`config.mk`:
```
export PLATFORM = sky130hd
export DESIGN_NAME = apb_arbiter_flat
export DESIGN_NICKNAME = d
export VERILOG_FILES = /design/src/rtl/apb_arbiter_if.sv /design/src/rtl/apb_arbiter.sv /design/src/flat_wrapper.sv
export SDC_FILE = /design/constraint.sdc
export NUM_CORES = 1
export LEC_CHECK = 0
export CAP_MARGIN = 15
export CORE_AREA = 2 2 125 127
export DETAILED_ROUTE_END_ITERATION = 6
export DIE_AREA = 0 0 127 129
export GPL_TIMING_DRIVEN = 0
export PLACE_DENSITY_LB_ADDON = 0.1
export REMOVE_ABC_BUFFERS = 1
export SYNTH_ARGS = -nofsm -noshare
export SYNTH_HDL_FRONTEND = slang
export SYNTH_SLANG_ARGS = --single-unit
```
`constraint.sdc`:
```
create_clock -name clk -period 1.25 [get_ports clk]
set_input_delay 0.25 -clock clk [delete_from_list [all_inputs] [get_ports clk]]
set_output_delay 0.25 -clock clk [all_outputs]
set_load 0.01 [all_outputs]
```
`src/rtl/apb_arbiter_if.sv`:
```
// APB bus bundle used on both sides of apb_arbiter.
// The master modport is the side that issues transfers; the slave modport
// is the side that completes them.
interface apb_arbiter_if #(
  parameter int ADDR_WIDTH = 32,
  parameter int DATA_WIDTH = 32
);
  logic [ADDR_WIDTH-1:0] paddr;
  logic [DATA_WIDTH-1:0] pdata;
  logic [DATA_WIDTH-1:0] prdata;
  logic                  psel;
  logic                  penable;
  logic                  pwrite;
  logic [3:0]            pstb;
  logic                  pready;
  logic                  perr;

  modport master (
    output paddr, pdata, psel, penable, pwrite, pstb,
    input  prdata, pready, perr
  );

  modport slave (
    input  paddr, pdata, psel, penable, pwrite, pstb,
    output prdata, pready, perr
  );
endinterface

```
`src/rtl/apb_arbiter.sv`:
```
// Two-master APB arbiter: shares one downstream APB bus between master 0
// and master 1 with round-robin fairness and one transfer in flight.
// The granted master's request is replayed downstream as a fresh
// SETUP/ACCESS pair; the losing master is stalled with pready low.
// Optional macro APB_ARB_TIMEOUT_EN adds an ACCESS-phase watchdog that
// completes a stuck transfer with an error after TIMEOUT_CYCLES cycles.
module apb_arbiter #(
  parameter int ADDR_WIDTH     = 32,
  parameter int DATA_WIDTH     = 32,
  parameter int TIMEOUT_CYCLES = 256
) (
  input  logic clk,
  input  logic rts,
  apb_arbiter_if.slave  m0,
  apb_arbiter_if.slave  m1,
  apb_arbiter_if.master s
);

  typedef enum logic [1:0] {
    ST_IDLE   = 2'd0,
    ST_SETUP  = 2'd1,
    ST_ACCESS = 2'd2
  } state_t;

  state_t                state_r;
  state_t                next_state_s;
  logic                  grant_r;
  logic                  grant_next_s;
  logic                  last_grant_r;
  logic                  last_grant_next_s;
  logic                  timeout_s;
  logic                  rsp_ready_s;
  logic                  rsp_err_s;
  logic [DATA_WIDTH-1:0] rsp_data_s;

`ifdef APB_ARB_TIMEOUT_EN
  localparam logic [15:0] TIMEOUT_LAST = 16'(TIMEOUT_CYCLES - 1);

  logic [15:0] wait_cnt_r;

  // Count unanswered ACCESS cycles; held at zero in IDLE so every transfer starts fresh.
  always_ff @(posedge clk or posedge rts) begin
    if (rts) begin
      wait_cnt_r <= 16'd0;
    end else if (state_r == ST_IDLE) begin
      wait_cnt_r <= 16'd0;
    end else if ((state_r == ST_ACCESS) && !s.pready) begin
      wait_cnt_r <= wait_cnt_r + 16'd1;
    end else begin
      wait_cnt_r <= wait_cnt_r;
    end
  end

  // A slave answering in the limit cycle still completes normally.
  assign timeout_s = (state_r == ST_ACCESS) && !s.pready && (wait_cnt_r == TIMEOUT_LAST);
`else
  assign timeout_s = 1'b0;
`endif

  // State, current grant and round-robin history.
  always_ff @(posedge clk or posedge rts) begin
    if (rts) begin
      state_r      <= ST_IDLE;
      grant_r      <= 1'b0;
      last_grant_r <= 1'b1;
    end else begin
      state_r      <= next_state_s;
      grant_r      <= grant_next_s;
      last_grant_r <= last_grant_next_s;
    end
  end

  // Arbitration and transfer sequencing.
  always_comb begin
    next_state_s      = state_r;
    grant_next_s      = grant_r;
    last_grant_next_s = last_grant_r;
    case (state_r)
      ST_IDLE: begin
        if (m0.psel && m1.psel) begin
          grant_next_s = ~last_grant_r;
          next_state_s = ST_SETUP;
        end else if (m0.psel) begin
          grant_next_s = 1'b0;
          next_state_s = ST_SETUP;
        end else if (m1.psel) begin
          grant_next_s = 1'b1;
          next_state_s = ST_SETUP;
        end else begin
          next_state_s = ST_IDLE;
        end
      end
      ST_SETUP: begin
        next_state_s = ST_ACCESS;
      end
      ST_ACCESS: begin
        // History advances even when the master has abandoned the transfer.
        if (s.pready || timeout_s) begin
          last_grant_next_s = grant_r;
          next_state_s      = ST_IDLE;
        end else begin
          next_state_s = ST_ACCESS;
        end
      end
      default: begin
        next_state_s = ST_IDLE;
      end
    endcase
  end

  // Downstream bus: unregistered mux of the granted master while a transfer is open.
  always_comb begin
    s.psel    = 1'b0;
    s.penable = 1'b0;
    s.pwrite  = 1'b0;
    s.paddr   = {ADDR_WIDTH{1'b0}};
    s.pdata   = {DATA_WIDTH{1'b0}};
    s.pstb    = 4'b0000;
    if (state_r != ST_IDLE) begin
      s.psel    = 1'b1;
      s.penable = (state_r == ST_ACCESS);
      if (grant_r) begin
        s.pwrite = m1.pwrite;
        s.paddr  = m1.paddr;
        s.pdata  = m1.pdata;
        s.pstb   = m1.pstb;
      end else begin
        s.pwrite = m0.pwrite;
        s.paddr  = m0.paddr;
        s.pdata  = m0.pdata;
        s.pstb   = m0.pstb;
      end
    end else begin
      s.psel    = 1'b0;
      s.penable = 1'b0;
    end
  end

  // Completion response: slave result, or a synthesized error on timeout.
  always_comb begin
    rsp_ready_s = 1'b0;
    rsp_err_s   = 1'b0;
    rsp_data_s  = {DATA_WIDTH{1'b0}};
    if ((state_r == ST_ACCESS) && s.pready) begin
      rsp_ready_s = 1'b1;
      rsp_err_s   = s.perr;
      rsp_data_s  = s.prdata;
    end else if (timeout_s) begin
      rsp_ready_s = 1'b1;
      rsp_err_s   = 1'b1;
      rsp_data_s  = {DATA_WIDTH{1'b0}};
    end else begin
      rsp_ready_s = 1'b0;
    end
  end

  // Route the response to the granted master only while it still requests.
  always_comb begin
    m0.pready = 1'b0;
    m0.perr   = 1'b0;
    m0.prdata = {DATA_WIDTH{1'b0}};
    m1.pready = 1'b0;
    m1.perr   = 1'b0;
    m1.prdata = {DATA_WIDTH{1'b0}};
    if (!grant_r && m0.psel) begin
      m0.pready = rsp_ready_s;
      m0.perr   = rsp_err_s;
      m0.prdata = rsp_data_s;
    end else if (grant_r && m1.psel) begin
      m1.pready = rsp_ready_s;
      m1.perr   = rsp_err_s;
      m1.prdata = rsp_data_s;
    end else begin
      m0.pready = 1'b0;
      m1.pready = 1'b0;
    end
  end

endmodule

```
`src/flat_wrapper.sv`:
```
// flat-port wrapper written by rule: the top's interface ports become plain ports
module apb_arbiter_flat 
#(
  parameter int ADDR_WIDTH     = 32,
  parameter int DATA_WIDTH     = 32,
  parameter int TIMEOUT_CYCLES = 256
)
  (clk, rts, m0_paddr, m0_pdata, m0_psel, m0_penable, m0_pwrite, m0_pstb, m0_prdata, m0_pready, m0_perr, m1_paddr, m1_pdata, m1_psel, m1_penable, m1_pwrite, m1_pstb, m1_prdata, m1_pready, m1_perr, s_paddr, s_pdata, s_psel, s_penable, s_pwrite, s_pstb, s_prdata, s_pready, s_perr);
  apb_arbiter_if #(.ADDR_WIDTH(ADDR_WIDTH), .DATA_WIDTH(DATA_WIDTH)) m0_i ();
  apb_arbiter_if #(.ADDR_WIDTH(ADDR_WIDTH), .DATA_WIDTH(DATA_WIDTH)) m1_i ();
  apb_arbiter_if #(.ADDR_WIDTH(ADDR_WIDTH), .DATA_WIDTH(DATA_WIDTH)) s_i ();
  input  logic clk;
  input  logic rts;
  input wire logic [$bits(m0_i.paddr)-1:0] m0_paddr;
  input wire logic [$bits(m0_i.pdata)-1:0] m0_pdata;
  input wire logic [$bits(m0_i.psel)-1:0] m0_psel;
  input wire logic [$bits(m0_i.penable)-1:0] m0_penable;
  input wire logic [$bits(m0_i.pwrite)-1:0] m0_pwrite;
  input wire logic [$bits(m0_i.pstb)-1:0] m0_pstb;
  output wire logic [$bits(m0_i.prdata)-1:0] m0_prdata;
  output wire logic [$bits(m0_i.pready)-1:0] m0_pready;
  output wire logic [$bits(m0_i.perr)-1:0] m0_perr;
  input wire logic [$bits(m1_i.paddr)-1:0] m1_paddr;
  input wire logic [$bits(m1_i.pdata)-1:0] m1_pdata;
  input wire logic [$bits(m1_i.psel)-1:0] m1_psel;
  input wire logic [$bits(m1_i.penable)-1:0] m1_penable;
  input wire logic [$bits(m1_i.pwrite)-1:0] m1_pwrite;
  input wire logic [$bits(m1_i.pstb)-1:0] m1_pstb;
  output wire logic [$bits(m1_i.prdata)-1:0] m1_prdata;
  output wire logic [$bits(m1_i.pready)-1:0] m1_pready;
  output wire logic [$bits(m1_i.perr)-1:0] m1_perr;
  output wire logic [$bits(s_i.paddr)-1:0] s_paddr;
  output wire logic [$bits(s_i.pdata)-1:0] s_pdata;
  output wire logic [$bits(s_i.psel)-1:0] s_psel;
  output wire logic [$bits(s_i.penable)-1:0] s_penable;
  output wire logic [$bits(s_i.pwrite)-1:0] s_pwrite;
  output wire logic [$bits(s_i.pstb)-1:0] s_pstb;
  input wire logic [$bits(s_i.prdata)-1:0] s_prdata;
  input wire logic [$bits(s_i.pready)-1:0] s_pready;
  input wire logic [$bits(s_i.perr)-1:0] s_perr;
  assign m0_i.paddr = m0_paddr;
  assign m0_i.pdata = m0_pdata;
  assign m0_i.psel = m0_psel;
  assign m0_i.penable = m0_penable;
  assign m0_i.pwrite = m0_pwrite;
  assign m0_i.pstb = m0_pstb;
  assign m0_prdata = m0_i.prdata;
  assign m0_pready = m0_i.pready;
  assign m0_perr = m0_i.perr;
  assign m1_i.paddr = m1_paddr;
  assign m1_i.pdata = m1_pdata;
  assign m1_i.psel = m1_psel;
  assign m1_i.penable = m1_penable;
  assign m1_i.pwrite = m1_pwrite;
  assign m1_i.pstb = m1_pstb;
  assign m1_prdata = m1_i.prdata;
  assign m1_pready = m1_i.pready;
  assign m1_perr = m1_i.perr;
  assign s_paddr = s_i.paddr;
  assign s_pdata = s_i.pdata;
  assign s_psel = s_i.psel;
  assign s_penable = s_i.penable;
  assign s_pwrite = s_i.pwrite;
  assign s_pstb = s_i.pstb;
  assign s_i.prdata = s_prdata;
  assign s_i.pready = s_pready;
  assign s_i.perr = s_perr;
  apb_arbiter #(.ADDR_WIDTH(ADDR_WIDTH), .DATA_WIDTH(DATA_WIDTH), .TIMEOUT_CYCLES(TIMEOUT_CYCLES)) u_core (.clk(clk), .rts(rts), .m0(m0_i), .m1(m1_i), .s(s_i));
endmodule
```
# --- After elaboration in Yosys (flattened, before gate mapping) ---
# Cells that the tools add are included.
word_totals:
  wordCells: 46
  latch_bits: 0
  reg_bits: 4
  in_bits: 178
  output_inout_bits: 139
  rom_bits: 0
  n_memories: 0
  mem_bits_rw: 0
classes:
  muxes: 30
  addsub: 0
  n_div: 0
  n_shift: 0
  n_mul: 0
  order_cmp: 0
  eq_ne: 2
  bitwise_logic: 1
  reduce_logical: 10
op_table:
  columns: ["cell", "n"]
  rows:
  - ["$mux 32", 8]
  - ["$mux 1", 16]
  - ["$mux 4", 2]
  - ["$mux 2", 3]
  - ["$pmux 2 s3", 1]
  - ["$logic_and 1x1->1", 4]
  - ["$reduce_and 2->1", 2]
  - ["$reduce_bool 3->1", 1]
  - ["$eq 2x1->1 const B", 1]
  - ["$eq 2x2->1 const B", 1]
  - ["$logic_not 2->1", 1]
  - ["$reduce_bool 2->1", 1]
  - ["$logic_not 1->1", 1]
  - ["$not 1->1", 1]

# --- Logic depth before layout (Yosys ltp) ---
depth:
  depth_word: 5
  depth_mapped: 5
  ltp_nobuf: 3

# --- Worst setup path before layout ---
# Ideal clock, no wire load.
synth_timing:
  path_type: "register -> output"
  start: "register u_core.state_r[0]"
  end: "output port m0_prdata[0]"
  n_path_buf: 2
  t_arrival_ps: 1146
  path_stages_with_launch: 5
  setup_slack_ps: -146
  required_ps: 1000
  cell_sequence: "dfrtp_1 and3b_1 buf_6 clkbuf_1 and3_1"
synth_via:
  elab_chain_len: 4
synth_rtl:
  columns: ["item", "line_no", "source"]
  rows:
  - ["start, declared", "apb_arbiter.sv:25", "state_t state_r;"]
  - ["start signal, assigned", "apb_arbiter.sv:67", "state_r <= next_state_s;"]
  - ["$eq 2x2->1", "apb_arbiter.sv:144", "if ((state_r == ST_ACCESS) && s.pready) begin"]
  - ["$logic_and 1x1->1", "apb_arbiter.sv:144", null]
  - ["$mux 32", "apb_arbiter.sv:144", null]
  - ["$mux 32", "apb_arbiter.sv:165", "if (!grant_r && m0.psel) begin"]
  - ["end, declared", "flat_wrapper.sv:20", "output wire logic [$bits(m0_i.prdata)-1:0] m0_prdata;"]
# Every way passes these cells.

# --- Worst setup path after layout ---
layout_timing:
  start: "register u_core.state_r[0]"
  end: "output port m0_prdata[25]"
# Same word-level chain as after synthesis.

==> flow_summary.toml <==
[routing]
dr.first_iter.drc_count = 66
routedWlPerCell_um = 19.3
drc = 0
firstDrtPassIters = 4
vias = 3549
routed_wl_um = 16100
vias_per_cell = 4.25
drtAntennaViolNets = 0

[critical_path]
endpoint_kind = "output port"
rrSetupSlack_ps = -310
cp_data_arrival_time_ps = 1650
worst-r2r-cell-count = 6
cp.required_ps = 1000
r2r_start = "u_core.state_r[0]$_DFF_PP0_"
cp_max_fo = 6
crit_path_start_kind = "flip-flop"
r2r_end = "u_core.last_grant_r$_DFFE_PP1P_"
worstSetupPathType = "reg -> out"
critPathLaunch = "u_core.state_r[0]$_DFF_PP0_"

[pwr]
switchingPower_mw = 4.87
p_sw_share_pct = 41.1
p_seq_share_pct = 3.4
p_leak_nw = 3.22
ir_drop_v = 0.000863
power_density_nw_per_um2 = 1860
clkPwrFrac_pct = 4.4
p_int_mw = 6.99
comb_power_share_pct = 92.2

[floorplan]
initial_utilization_pct = 11.6
die-width_um = 127
dieArea_um2 = 16400
core_area_um2 = 15000
io_pins = 317
fp-row-count = 45
dieHeight_um = 129

[clocking]
path_clk_slew_ps = 30
clock-sinks = 4
clk_latency_ps = 230
cts_buffers = 3
root_buffer = "clkbuf_16"
hold_buffers = 0
cts.path.max_buffers = 2
cts_tree = "yes"
cts.htree.levels = 1

[timing]
finalCritPeriodShare_pct = 152
worst_slack_ps = -647
finalHoldViolCount = 0
final-setup-viol-count = 141
fmax_ghz = 0.527
maxSlewHeadroom_pct = 77.6
fin_crit_ps = 1900
slew_viol_final = 0
tns_ps = -72650
skew_ps = 4.56
grt_setup_unrepaired = "yes"
tightest_slew_ps = 336

[logic_synthesis]
syn-instance-count = 254
synth_edf_count = 0
syn_avg_cell_area_um2 = 6.86
async_flop_share_pct = 100
synth.most_common_cell = "nor2_1"
synth-warning-count = 0
synth_commonest_cells = "72 x nor2_1, 69 x mux2i_1, 58 x and3_1, 17 x clkbuf_1, 9 x buf_2"
netlist.area_leader.share_pct = 39.7
seq_area_frac_synth_pct = 5.82
synthFlopType = "dfrtp_1"
synth.distinct_cells = 21
synthTopCellsByArea = "mux2i_1 40%, and3_1 21%, nor2_1 16%"
yosysTopAreaCell = "mux2i_1"
ys_seq_elements = 4
synthesis.area_um2 = 1740

[global_route]
grt_pass1_wl_um = 21800
grt_util_all_layers_pct = 17.4
grt-ovfl-total = 0
grt_antenna_before_repair = 0
grt_max_degree = 14
grt_pass1_vias = 3554

[run_status]
status = "finished with violations"
violations = "setup timing"

[final_layout]
design_area_um2 = 6370
syn_to_final_growth_pct = 266
final_nets = 827
drive_gt1_share_pct = 47.4
n_antenna_cell = 0

[placed_design]
portBuffers = 314
place_ws_ps = -1760
dpl_cell_area_um2 = 5070
routabilityCongestion = 0.755
hpwl_um = 9630

[min_path]
hold_class = "in -> async"

[job]
maxCapViolations = 0
[power by group through the flow]
| stage | Sequential (mW) | Clock (mW) | Combinational, mW |
|---|---|---|---|
| after floorplan | 0.486 | 0 | 2.23 |
| after global placement | 0.476 | 0 | 3.96 |
| after detailed placement | 0.451 | 0 | 7.04 |
| after CTS | 0.393 | 0.526 | 10.7 |
| after global routing | 0.414 | 0.540 | 11.6 |
| final | 0.404 | 0.522 | 10.9 |
[cells in the final DEF, fill, tap and decap left out, types with 2 or more instances in the layout]
| master | count |
|---|---|
| and2_4 | 7 |
| and3_1 | 25 |
| and3_2 | 5 |
| and3_4 | 36 |
| and3b_2 | 3 |
| and3b_4 | 3 |
| buf_12 | 16 |
| buf_16 | 10 |
| buf_2 | 88 |
| buf_4 | 15 |
| buf_6 | 99 |
| buf_8 | 2 |
| clkbuf_16 | 6 |
| clkdlybuf4s50_1 | 172 |
| dfrtp_2 | 2 |
| dlygate4sd2_1 | 2 |
| mux2i_1 | 68 |
| nor2_1 | 69 |
| nor2_2 | 3 |
| nor2_4 | 2 |
| nor2b_4 | 2 |
[worst max-delay path, cell delays in order, from the launching register on]
cell and delay, ps:
dfrtp_2 470, buf_6 150, and3b_4 300, buf_6 110, buf_6 110, and3_2 180
buf_6 100
[worst max-delay path by stage]
stage                          to  slack [ps]
finish              m0_prdata[25]        -650
global route        m0_prdata[25]        -680
CTS                 m0_prdata[12]        -660
detailed placement   m0_prdata[9]       -1760
global placement     m0_prdata[9]       -4060
floorplan                 m0_perr       -2360
[sequential cells by signal, indices dropped and copies added (netlist names)]
name,cells
u_core.state_r,2
u_core.grant_r,1
u_core.last_grant_r,1
[area by class of cell]
cell class	instances	area, um^2
clock buffers	4	78.8
fillers	1498	8610
inverters	2	12.5
multi-input cells	230	1810
flip-flops and latches	4	108
well taps	188	235
repair buffers	408	4120
[metrics by stage]
stage	total power [mW]	util [%]	hold slack (ps)	instances
2_1_floorplan	2.72	-	15.4	225
3_3_place_gp	4.44	33.2	454	727
3_5_place_dp	7.49	33.8	464	730
4_1_cts	11.6	39.7	226	825
5_1_grt	12.5	42.5	264	836
6_report	11.9	42.5	220	836
[per-layer routing]
layer / vias up / routed length, um / global-route usage [%]
met5: - / 0 / 0
met4: 0 / 328 / 2.97
met3: 20 / 1570 / 5.86
met2: 206 / 8850 / 35.7
met1: 1629 / 5370 / 17.0
li1: 1694 / - / -
[cell families after synthesis]
| kind of cell | share of synthesized area [%] |
|---|---|
| AO/OA/AOI/OAI | 0.934 |
| buffers and inverters | 8.84 |
| flip-flops | 5.82 |
| multiplexers | 41.2 |
| AND/OR/NAND/NOR | 43.2 |
[repair_timing]
item,in CTS,in global routing
gates resized for setup,665,92
cloned,23,3
pin swaps,28,22
setup endpoints to repair,142,141
buffers inserted,68,14
(Power assumes the default switching activity.)
